File: src/rtl/ov7670_capture.sv
// ov7670_capture
//
// Captures an OV7670 RGB565 byte stream (high byte first) and writes it as
// RGB444 pixels into a linear, row-major frame buffer. The whole block runs
// on the camera pixel clock.
//
// Optional build macro:
//   OV7670_CAPTURE_FRAME_SKIP_EN - capture only every other frame, starting
//                                  with the first frame after reset.
//
// Ports:
//   i_clk        camera PCLK, all logic on the rising edge
//   i_rst        asynchronous active-high reset
//   i_cfg_done   high once the SCCB register load has finished
//   i_vsync      camera VSYNC, high during vertical blanking
//   i_href       camera HREF, high while line bytes are valid
//   i_data       camera D[7:0]
//   o_wr_en      frame-buffer write strobe, one cycle per pixel
//   o_wr_addr    linear pixel address, row-major from 0
//   o_wr_data    RGB444 pixel {R[3:0],G[3:0],B[3:0]}
//   o_frame_done one-cycle pulse at the end of each captured frame
//   o_busy       high while a frame is being captured
module ov7670_capture #(
  parameter int FRAME_W = 320,
  parameter int FRAME_H = 240,
  parameter int ADDR_W  = 17
) (
  input  logic              i_clk,
  input  logic              i_rst,
  input  logic              i_cfg_done,
  input  logic              i_vsync,
  input  logic              i_href,
  input  logic [7:0]        i_data,
  output logic              o_wr_en,
  output logic [ADDR_W-1:0] o_wr_addr,
  output logic [11:0]       o_wr_data,
  output logic              o_frame_done,
  output logic              o_busy
);

  localparam int unsigned       PIXELS    = FRAME_W * FRAME_H;
  localparam logic [ADDR_W-1:0] LAST_ADDR = ADDR_W'(PIXELS - 1);

  typedef enum logic [1:0] {
    IDLE    = 2'd0,
    WAIT_VS = 2'd1,
    CAPTURE = 2'd2
  } state_t;

  state_t            state_reg, state_next;
  logic              vsync_prev_reg;
  logic              phase_reg;
  logic              full_reg;
  // Only the bits of the first byte that survive into RGB444: R[7:4] and G[2:0]
  logic [6:0]        byte0_reg;
  logic              wr_en_reg;
  logic [ADDR_W-1:0] addr_reg;
  logic [11:0]       data_reg;
  logic              frame_done_reg;

  logic vs_fall;
  logic vs_rise;
  logic frame_start;
  logic frame_end;
  logic stay_capture;
  logic pixel_write;
  logic take_frame;

  assign vs_fall = vsync_prev_reg & ~i_vsync;
  assign vs_rise = ~vsync_prev_reg & i_vsync;

`ifdef OV7670_CAPTURE_FRAME_SKIP_EN
  // Toggles on every frame start seen while armed; frames are taken while it is 0.
  logic skip_reg;

  always_ff @(posedge i_clk or posedge i_rst) begin
    if (i_rst) begin
      skip_reg <= 1'b0;
    end else if (i_cfg_done && state_reg == WAIT_VS && vs_fall) begin
      skip_reg <= ~skip_reg;
    end
  end

  assign take_frame = ~skip_reg;
`else
  assign take_frame = 1'b1;
`endif

  always_ff @(posedge i_clk or posedge i_rst) begin
    if (i_rst) begin
      state_reg <= IDLE;
    end else begin
      state_reg <= state_next;
    end
  end

  always_comb begin
    state_next  = state_reg;
    frame_start = 1'b0;
    frame_end   = 1'b0;
    if (!i_cfg_done) begin
      state_next = IDLE;
    end else begin
      case (state_reg)
        IDLE: begin
          state_next = WAIT_VS;
        end
        WAIT_VS: begin
          if (vs_fall && take_frame) begin
            state_next  = CAPTURE;
            frame_start = 1'b1;
          end
        end
        CAPTURE: begin
          if (vs_rise) begin
            state_next = WAIT_VS;
            frame_end  = 1'b1;
          end
        end
        default: begin
          state_next = IDLE;
        end
      endcase
    end
  end

  // Bytes are only consumed on edges that keep us in CAPTURE, so a write can
  // never be registered on the same edge that leaves the state.
  assign stay_capture = (state_reg == CAPTURE) && (state_next == CAPTURE);
  assign pixel_write  = stay_capture && i_href && phase_reg && !full_reg;

  always_ff @(posedge i_clk or posedge i_rst) begin
    if (i_rst) begin
      vsync_prev_reg <= 1'b0;
      phase_reg      <= 1'b0;
      full_reg       <= 1'b0;
      byte0_reg      <= '0;
      wr_en_reg      <= 1'b0;
      addr_reg       <= '0;
      data_reg       <= '0;
      frame_done_reg <= 1'b0;
    end else begin
      vsync_prev_reg <= i_vsync;
      wr_en_reg      <= pixel_write;
      frame_done_reg <= frame_end;

      // Address advances the cycle after each write and parks on the last
      // location once the buffer is full.
      if (frame_start) begin
        addr_reg <= '0;
        full_reg <= 1'b0;
      end else if (wr_en_reg) begin
        if (addr_reg == LAST_ADDR) begin
          full_reg <= 1'b1;
        end else begin
          addr_reg <= addr_reg + 1'b1;
        end
      end

      // Any HREF gap drops a half-received pixel.
      if (stay_capture && i_href) begin
        phase_reg <= ~phase_reg;
        if (!phase_reg) begin
          byte0_reg <= {i_data[7:4], i_data[2:0]};
        end
      end else begin
        phase_reg <= 1'b0;
      end

      if (pixel_write) begin
        data_reg <= {byte0_reg, i_data[7], i_data[4:1]};
      end
    end
  end

  assign o_wr_en      = wr_en_reg;
  assign o_wr_addr    = addr_reg;
  assign o_wr_data    = data_reg;
  assign o_frame_done = frame_done_reg;
  assign o_busy       = (state_reg == CAPTURE);

endmodule

File: config.mk
export PLATFORM = sky130hd
export DESIGN_NAME = ov7670_capture
export DESIGN_NICKNAME = d
export VERILOG_FILES = /design/src/rtl/ov7670_capture.sv
export SDC_FILE = /design/constraint.sdc
export NUM_CORES = 1
export LEC_CHECK = 0
export CAP_MARGIN = 20
export CORE_AREA = 2 2 55 78
export CTS_CLUSTER_DIAMETER = 80
export DETAILED_ROUTE_END_ITERATION = 10
export DIE_AREA = 0 0 57 80
export GPL_TIMING_DRIVEN = 0
export PLACE_DENSITY = 0.83
export SLEW_MARGIN = 5
export SYNTH_ARGS = -nofsm -noshare
export SYNTH_HDL_FRONTEND = slang
export SYNTH_SLANG_ARGS = --single-unit
File: constraint.sdc
create_clock -name i_clk -period 4.15 [get_ports i_clk]
set_input_delay 0.83 -clock i_clk [delete_from_list [all_inputs] [get_ports i_clk]]
set_output_delay 0.83 -clock i_clk [all_outputs]
set_load 0.01 [all_outputs]
After elaboration in Yosys (flattened, before gate mapping)
Index checks and enable logic that the tools add are counted.
{ "classes": {"add_sub_neg": 1, "eq_ne": 5, "n_mux": 17, "n_bitwise": 5, "reduce_logical": 11} }
{ "op_table": {"columns": ["cell", "count"], "rows": [
  ["$mux W17", 3],
  ["$add A17 B1 Y17 const B", 1],
  ["$eq A17 B17 Y1 const B", 1],
  ["$mux W1", 10],
  ["$mux W2", 3],
  ["$pmux W2 S3", 1],
  ["$reduce_and A2 Y1", 3],
  ["$eq A2 B2 Y1 const B", 2],
  ["$logic_and A1 B1 Y1", 4],
  ["$reduce_bool A2 Y1", 2],
  ["$not A1 Y1", 3],
  ["$and A1 B1 Y1", 2],
  ["$eq A2 B1 Y1 const B", 1],
  ["$logic_not A2 Y1", 1],
  ["$ne A2 B2 Y1 const B", 1],
  ["$logic_not A1 Y1", 1]
]} }
{ "totals": {"register_bits": 43, "output_inout_bits": 32, "word_cells": 48} }

Depth between registers and ports, before layout
Gate-level depths: netlist of the first run.
{ "depth": {"depth_word": 10, "mapped_depth": 7, "ltp_nobuf": 6} }

Worst setup path before layout of the first run
No wires, ideal clock.
{ "synth_path": {"kind": "input-to-reg", "from": "input i_vsync", "to": "register data_reg[0] (netlist: o_wr_data[0])", "arrival_ps": 2010, "t_required_ps": 4025, "slack_ps": 2015, "path_stages": 6, "path_buffers": 2, "path_cell_list": "nand2b_1 -> nand4_2 -> or3b_1 -> buf_6 -> buf_12 -> mux2_4"} }
{ "synth_via": {"elab_chain_cells": 10, "elab_cells_between_ends": 12, "classes_between": "1 x eq/ne; 4 x mux; 3 x bitwise; 4 x reduce/logical"} }
{ "synth_rtl": {"columns": ["element", "line", "source"], "rows": [
  ["start, declared", "31", "input logic i_vsync,"],
  ["$not A1 Y1", "69", "assign vs_fall = vsync_prev_reg & ~i_vsync;"],
  ["$and A1 B1 Y1", "69", null],
  ["$mux W2", "109", "if (vs_fall && take_frame) begin"],
  ["$pmux W2 S3 *", "104", "case (state_reg)"],
  ["$mux W2 *", "101", "if (!i_cfg_done) begin"],
  ["$eq A2 B2 Y1 *", "129", "assign stay_capture = (state_reg == CAPTURE) && (state_next == CAPTURE);"],
  ["$logic_and A1 B1 Y1 *", "129", null],
  ["$logic_and A1 B1 Y1 * (3 in series)", "130", "assign pixel_write = stay_capture && i_href && phase_reg && !full_reg;"],
  ["end signal, assigned", "171", "data_reg <= {byte0_reg, i_data[7], i_data[4:1]};"],
  ["end, declared", "58", "logic [11:0] data_reg;"]
]} }
Every way passes the cells marked *; elsewhere a longest branch is shown, timed or not.
A chain may end at the register's enable or synchronous reset.

Final worst setup path of the first run
{ "layout_path": {"from": "input i_vsync", "to": "register addr_reg[7] (netlist: o_wr_addr[7])"} }
{ "layout_via": {"elab_chain_cells": 7, "elab_cells_between_ends": 9, "classes_between": "1 x eq/ne; 4 x mux; 2 x bitwise; 2 x reduce/logical"} }
{ "layout_rtl": {"columns": ["element", "line", "source"], "rows": [
  ["$not A1 Y1 *", "69", null],
  ["$and A1 B1 Y1 *", "69", null],
  ["$mux W1 *", "109", null],
  ["$mux W1 *", "104", null],
  ["$mux W1 *", "101", null],
  ["$ne A2 B2 Y1 (no line) or $reduce_bool A2 Y1 (tied branches)", null, null],
  ["$reduce_and A2 Y1 (no line)", null, null],
  ["end signal, assigned", "156", "addr_reg <= addr_reg + 1'b1;"],
  ["end, declared", "57", "logic [ADDR_W-1:0] addr_reg;"]
]} }
Marks and branches as above.

==> metrics, run 1 <==
Setup Buffers After CTS=0; I/O pins=45; cells after synthesis=roughly 170; CTS Buffer Depth=2; post-route cell area=between 2000 and 3000 µm²; drt wl/cell=roughly 14 µm; # hold bufs at CTS=0; Root Buffer=clkbuf_8; post-synthesis cell type count=38; startpoint types=input port; YS warnings=0; Final nets=between 200 and 250; Rows=27; syn_area_per_cell=about 12 µm²; H-tree levels=2; share of cells above drive strength 1=0.173; Seq/Total Area, Yosys=0.548; post-synthesis simple-gate area fraction=0.166; total track usage=0.182; drc violations=0; critical path type=in -> reg; vias per cell=5.46; Final ANT Viol Nets=0; Die Ht=around 80 µm; CTS buffer count=5; fin util=0.662; Post-Synthesis Cell Area=~2000 µm²; post-synthesis adder-cell area fraction=0.00637; max-slew headroom at the worst pin=0.694; Fmax achieved=slightly above 400 MHz; XOR/XNOR share of the synthesized area=0.0401; DR vias=between 1,000 and 1,500; placed inst area=2480 µm²; Worst Max-Slew Pin Slew=about 0.46 ns; compound-cell area share of the yosys netlist=0.0599; CTS resizes=0; n_diodes=0; Worst-Skew Late Latency=0.29 ns; initial antenna violation count=0; mux contribution to synthesized area=0.137; Placeable Area=roughly 3900 µm²; Setup Skew=between 0.005 and 0.006 ns; DIE AREA=around 4600 µm²; largest net degree at the start of global routing=31; Tot Pwr=around 0.0008 W; Final Cycle Share=0.591; MaxCap Viol Count=0; I/O Buffers=44; Crit path arrival time=about 2.6 ns; Slew Limit Fails=0; Initial DRT Pass Iterations=4; global-route wire length before repair=6460 µm; total clock sinks=43; Largest register FFs=17; RSZ-0062 raised after global routing=no; TritonCTS clock tree=yes; #FFs+latches synth=between 40 and 50; Initial Util=0.510; Worst Hold Class=reg -> reg; Crit Path Max Fanout=10; final hold vios=0; Placer Congestion=0.851; initial DRC count=45; final setup fails=0; Die W=between 50 and 60 µm; Leak Pwr=between 1 and 1.5 nW; GRT Residual Overflow=0; Worst Path Required=4.31 ns; setup tns final=0 ns; Total Routed Length=between 3000 and 4000 µm; number of global-route vias before repair=between 1,000 and 1,500; Clock Pin Slew Worst Setup and Hold Paths=~0.070 ns; Area growth, synth to finish=29.9%; Synthesized Nets=between 150 and 200; Worst VDD drop=about 0.23 mV; outcome=complete, no violations; fin crit period=2.45 ns; HPWL Detailed=between 2000 and 3000 µm; main combinational cell family by area after synthesis=simple AND/OR/NAND/NOR gates; Power Density=around 320 nW/µm²; Crit. End Element=flip-flop
==> worst paths after layout <==
| check | slack, ns | cells after the start | endpoint | from |
|---|---|---|---|---|
| setup / recovery | 1.70 | 6 | o_wr_addr[7]$_DFFE_PP0P_ | i_vsync |
| hold / removal | 0.50 | 1 | byte0_reg[4]$_DFFE_PP0P_ | byte0_reg[4]$_DFFE_PP0P_ |
| setup reg to reg | 2.17 | 7 | o_wr_addr[9]$_DFFE_PP0P_ | o_wr_addr[0]$_DFFE_PP0P_ |
| hold reg to reg | 0.50 | 1 | byte0_reg[4]$_DFFE_PP0P_ | byte0_reg[4]$_DFFE_PP0P_ |
| max in group asynchronous | 2.89 | 3 | o_wr_data[3]$_DFFE_PP0P_ | i_rst |
| min in group asynchronous | 0.81 | 2 | o_frame_done$_DFF_PP0_ | i_rst |
==> critical path, cell delays in order <==
cell and delay [ns]:
clkdlybuf4s50_1 0.45, and4bb_2 0.32, and2_1 0.12, clkbuf_1 0.37, buf_1 0.42, nor2_1 0.10
==> layer usage <==
metal,vias to the layer above,global-route usage,wire (µm)
li1,686,-,-
met1,697,0.215,1480
met2,45,0.314,1910
met3,8,0.0486,215
met4,0,0.0651,64
met5,-,0,0
==> cells in the mapped netlist, drive strengths merged <==
master	count	area (µm²)
dfrtp	43	1080
mux2	20	259
nor2	18	70.1
a21oi	11	55.1
nand2	9	33.8
xnor2	8	70.1
inv	7	26.3
nand4	7	50.1
buf	6	50.0
nor3	5	25.0
o21ai	4	20.0
or3	4	25.0
and2	3	18.8
and3	3	18.8
clkbuf	2	7.51
nand3	2	10.0
o21a	2	15.0
a211oi	1	12.5
a31oi	1	6.26
a41oi	1	8.76
and2b	1	8.76
and3b	1	8.76
and4	1	8.76
and4bb	1	12.5
ha	1	12.5
mux2i	1	10.0
nand2b	1	6.26
nor2b	1	6.26
nor4b	1	8.76
or2	1	6.26
or3b	1	8.76
xor2	1	8.76
==> final cells by class <==
| type | count | area (µm²) |
|---|---|---|
| tap | 43 | 53.8 |
| timing repair buffer | 45 | 460 |
| fill | 319 | 1300 |
| inverter | 7 | 26.3 |
| multi-input combinational | 111 | 805 |
| clock buffer | 6 | 72.6 |
| sequential | 43 | 1080 |
| buffer | 8 | 57.6 |
==> report_power, final <==
part | internal, W | switching, W | total, W
sequential | 0.000449 | 0.0000296 | 0.000478
combinational | 0.0000657 | 0.0000427 | 0.000108
clock | 0.000112 | 0.000125 | 0.000237
==> metrics by stage <==
| stage | hold slack [ns] | cells | setup slack, ns |
|---|---|---|---|
| floorplan | 0.457 | 169 | 2.02 |
| global placement | 0.486 | 256 | 1.38 |
| detailed placement | 0.490 | 257 | 1.33 |
| CTS | 0.507 | 263 | 1.64 |
| global route | 0.523 | 263 | 1.47 |
| finish | 0.502 | 263 | 1.70 |
==> cells by family after synthesis <==
kind of cell / count (synthesis)
muxes: 21
adders and majority gates: 1
AOI/OAI and AO/OA: 20
buffers and inverters: 15
and+or+nand+nor: 60
xor gates and xnor gates: 9
DFF: 43
==> cell usage in the layout, fill, tap and decap left out, types with 2 or more instances in the layout <==
master	n
mux2_4	9
dfrtp_1	43
buf_2	3
clkdlybuf4s50_1	44
nand4_1	6
o21a_1	2
inv_1	6
clkbuf_1	3
clkbuf_8	5
xnor2_1	8
nor3_1	5
mux2_2	11
nand2_1	9
buf_12	2
a21oi_1	11
nand3_1	2
or3_1	4
and3_1	3
and2_1	3
nor2_1	17
o21ai_0	4
(Power assumes the default switching activity.)
==> run 2, diff against run 1 <==
- CORE_AREA: 2 2 55 78 -> 2 2 59 84
- DIE_AREA: 0 0 57 80 -> 0 0 61 86
- PLACE_DENSITY: 0.83 -> 0.76
- clock period: 4.15 -> 2.1 ns (I/O delays scaled with it)
==> metrics, run 2 (same netlist as run 1, synthesis figures left out) <==
Initial DRT Pass Iterations=4 (unchanged); final hold vios=0 (unchanged); initial antenna violation count=0 (unchanged); DR vias=1,401 (-2.4%); R2R Path Start=o_wr_addr[0]$_DFFE_PP0P_; buffer and inverter count on the worst path=1 (-2); Setup Skew=0.00376 ns (-0.00189 ns); cell mode on critical path=and2_1; Worst Hold Class=in -> async; Placeable Area=4460 µm² (+16%); Fmax achieved=slightly above 500 MHz; Hold Slack=0.414 ns (-0.0880 ns); final setup fails=0 (unchanged); Cells after DPL=276 (+7.4%); Initial Util=0.440 (-0.0699); Setup Buffers After CTS=0 (unchanged); CTS Buffer Depth=2 (unchanged); critical-path cell list=ha_1, and2_1, and2_1, buf_2, a211oi_2, nand4_1, mux2_2; share of cells above drive strength 1=0.194 (+0.0210); I/O Buffers=44 (unchanged); Power Density=642 nW/µm² (+99%); Clock Pin Slew Worst Setup and Hold Paths=0.08 ns (about the same); GRT Residual Overflow=0 (unchanged); TritonCTS clock tree=yes; Final nets=235 (unchanged); H-tree levels=2 (unchanged); startpoint types=flip-flop; commonest non-fill, non-tap cell in the layout=clkdlybuf4s50_1; global-route wire length before repair=6350 µm (-1.6%); Crit path arrival time=2.16 ns (-0.45 ns); Root Buffer=clkbuf_8; Die W=61 µm (+7.0%); largest net degree at the start of global routing=28 (-9.7%); Worst Path Required=2.28 ns (-2.03 ns); Final Cycle Share=0.941; total clock sinks=43 (unchanged); critical path type=reg -> reg; RSZ-0062 raised after global routing=no; outcome=complete, no violations; Worst-Skew Late Latency=0.29 ns (about the same); Top delay family on crit path=simple AND/OR/NAND/NOR gates; HPWL Detailed=2690 µm (-3.2%); DIE AREA=5250 µm² (+15%); RR Endpoint=o_wr_addr[9]$_DFFE_PP0P_; Tot Pwr=0.00167 W (+100%); CTS buffer count=5 (unchanged); Slew Limit Fails=0 (unchanged); crit path launch=o_wr_addr[0]$_DFFE_PP0P_; max-slew headroom at the worst pin=0.689 (-0.00476); Area growth, synth to finish=32.0%; Worst Max-Slew Pin Slew=0.467 ns (+0.00714 ns); Final ANT Viol Nets=0 (unchanged); Largest register FFs=17 (unchanged); R2R Setup Slk=0.12 ns (-2.05 ns); initial DRC count=48 (+6.7%); CP max stage delay=0.45 ns (about the same); # hold bufs at CTS=0 (unchanged); Die Ht=86 µm (+7.5%); slowest CP cell=dfrtp_1; CTS resizes=0 (unchanged); total track usage=0.161 (-0.0204); drt wl/cell=12.8 µm (-8.3%); non-filler cells, final=284 (+8.0%); n_diodes=0 (unchanged); I/O pins=45 (unchanged); Total Routed Length=3640 µm (-0.95%); most frequent cells in the layout=clkdlybuf4s50_1, dfrtp_1, nor2_1, a21oi_1, mux2_2; vias per cell=4.93 (-9.7%); Crit Path Max Fanout=8 (-2); Rows=29 (+7.4%); fillers=405 (+27%); Crit. End Element=flip-flop; fin crit period=about 2.0 ns; number of global-route vias before repair=1,397 (-4.4%); Placer Congestion=0.819 (-3.8%); drc violations=0 (unchanged); Leak Pwr=1.18 nW (+1.4%); MaxCap Viol Count=0 (unchanged); reg2reg path depth=7 (unchanged); Worst VDD drop=0.427 mV (+84%)
## run 2: cell types whose count changed in the layout (fill, tap and decap cells not counted), sizes merged
cell,previous run,this run
clkinv,0,3
buf,7,6
## run 2: layout make-up
type	instances	area, µm²	area share
plain buffers	8	58.8	0.0227
clock buffers	5	68.8	0.0265
clock inverters	3	15.0	0.00579
inverters	7	26.3	0.0101
multi-input cells	111	811	0.313
flip-flops and latches	43	1080	0.415
well taps	62	77.6	0.0299
repair buffers	45	460	0.178
## run 2: layer usage
layer / GRT usage / wire [µm] / up-vias
met5: 0 / 0 / -
met4: 0.0573 / 55 / 0
met3: 0.0422 / 168 / 6
met2: 0.258 / 1840 / 41
met1: 0.208 / 1570 / 670
li1: - / - / 684
## run 2: through the flow
stage | setup slack, ns | cell area (µm²) | setup TNS (ns) | util
final | 0.124 | 2590 | 0 | 0.581
after global routing | 0.0461 | 2590 | 0 | 0.581
after CTS | 0.000914 | 2590 | 0 | 0.579
after detailed placement | -0.316 | 2500 | -5.12 | 0.561
after global placement | -0.290 | 2480 | -13.81 | 0.556
after floorplan | 0.266 | 1960 | 0 | -
## run 2: power breakdown
group	internal [W]	switching (W)	total, W
Combinational	0.000131	0.0000839	0.000215
Sequential	0.000886	0.0000573	0.000943
Clock	0.000228	0.000279	0.000507
Total	0.00124	0.000420	0.00167
## run 2: worst max path at each step
stage | to | slack (ns) | cells past startpoint
final | o_wr_addr[9]$_DFFE_PP0P_ | 0.12 | 7
after detailed placement | o_wr_addr[0]$_DFFE_PP0P_ | -0.32 | 6
after global routing | o_wr_addr[9]$_DFFE_PP0P_ | 0.05 | 7
after floorplan | o_wr_addr[9]$_DFFE_PP0P_ | 0.27 | 7
after CTS | full_reg$_DFFE_PP0P_ | 0.0009 | 6
after global placement | full_reg$_DFFE_PP0P_ | -0.29 | 6
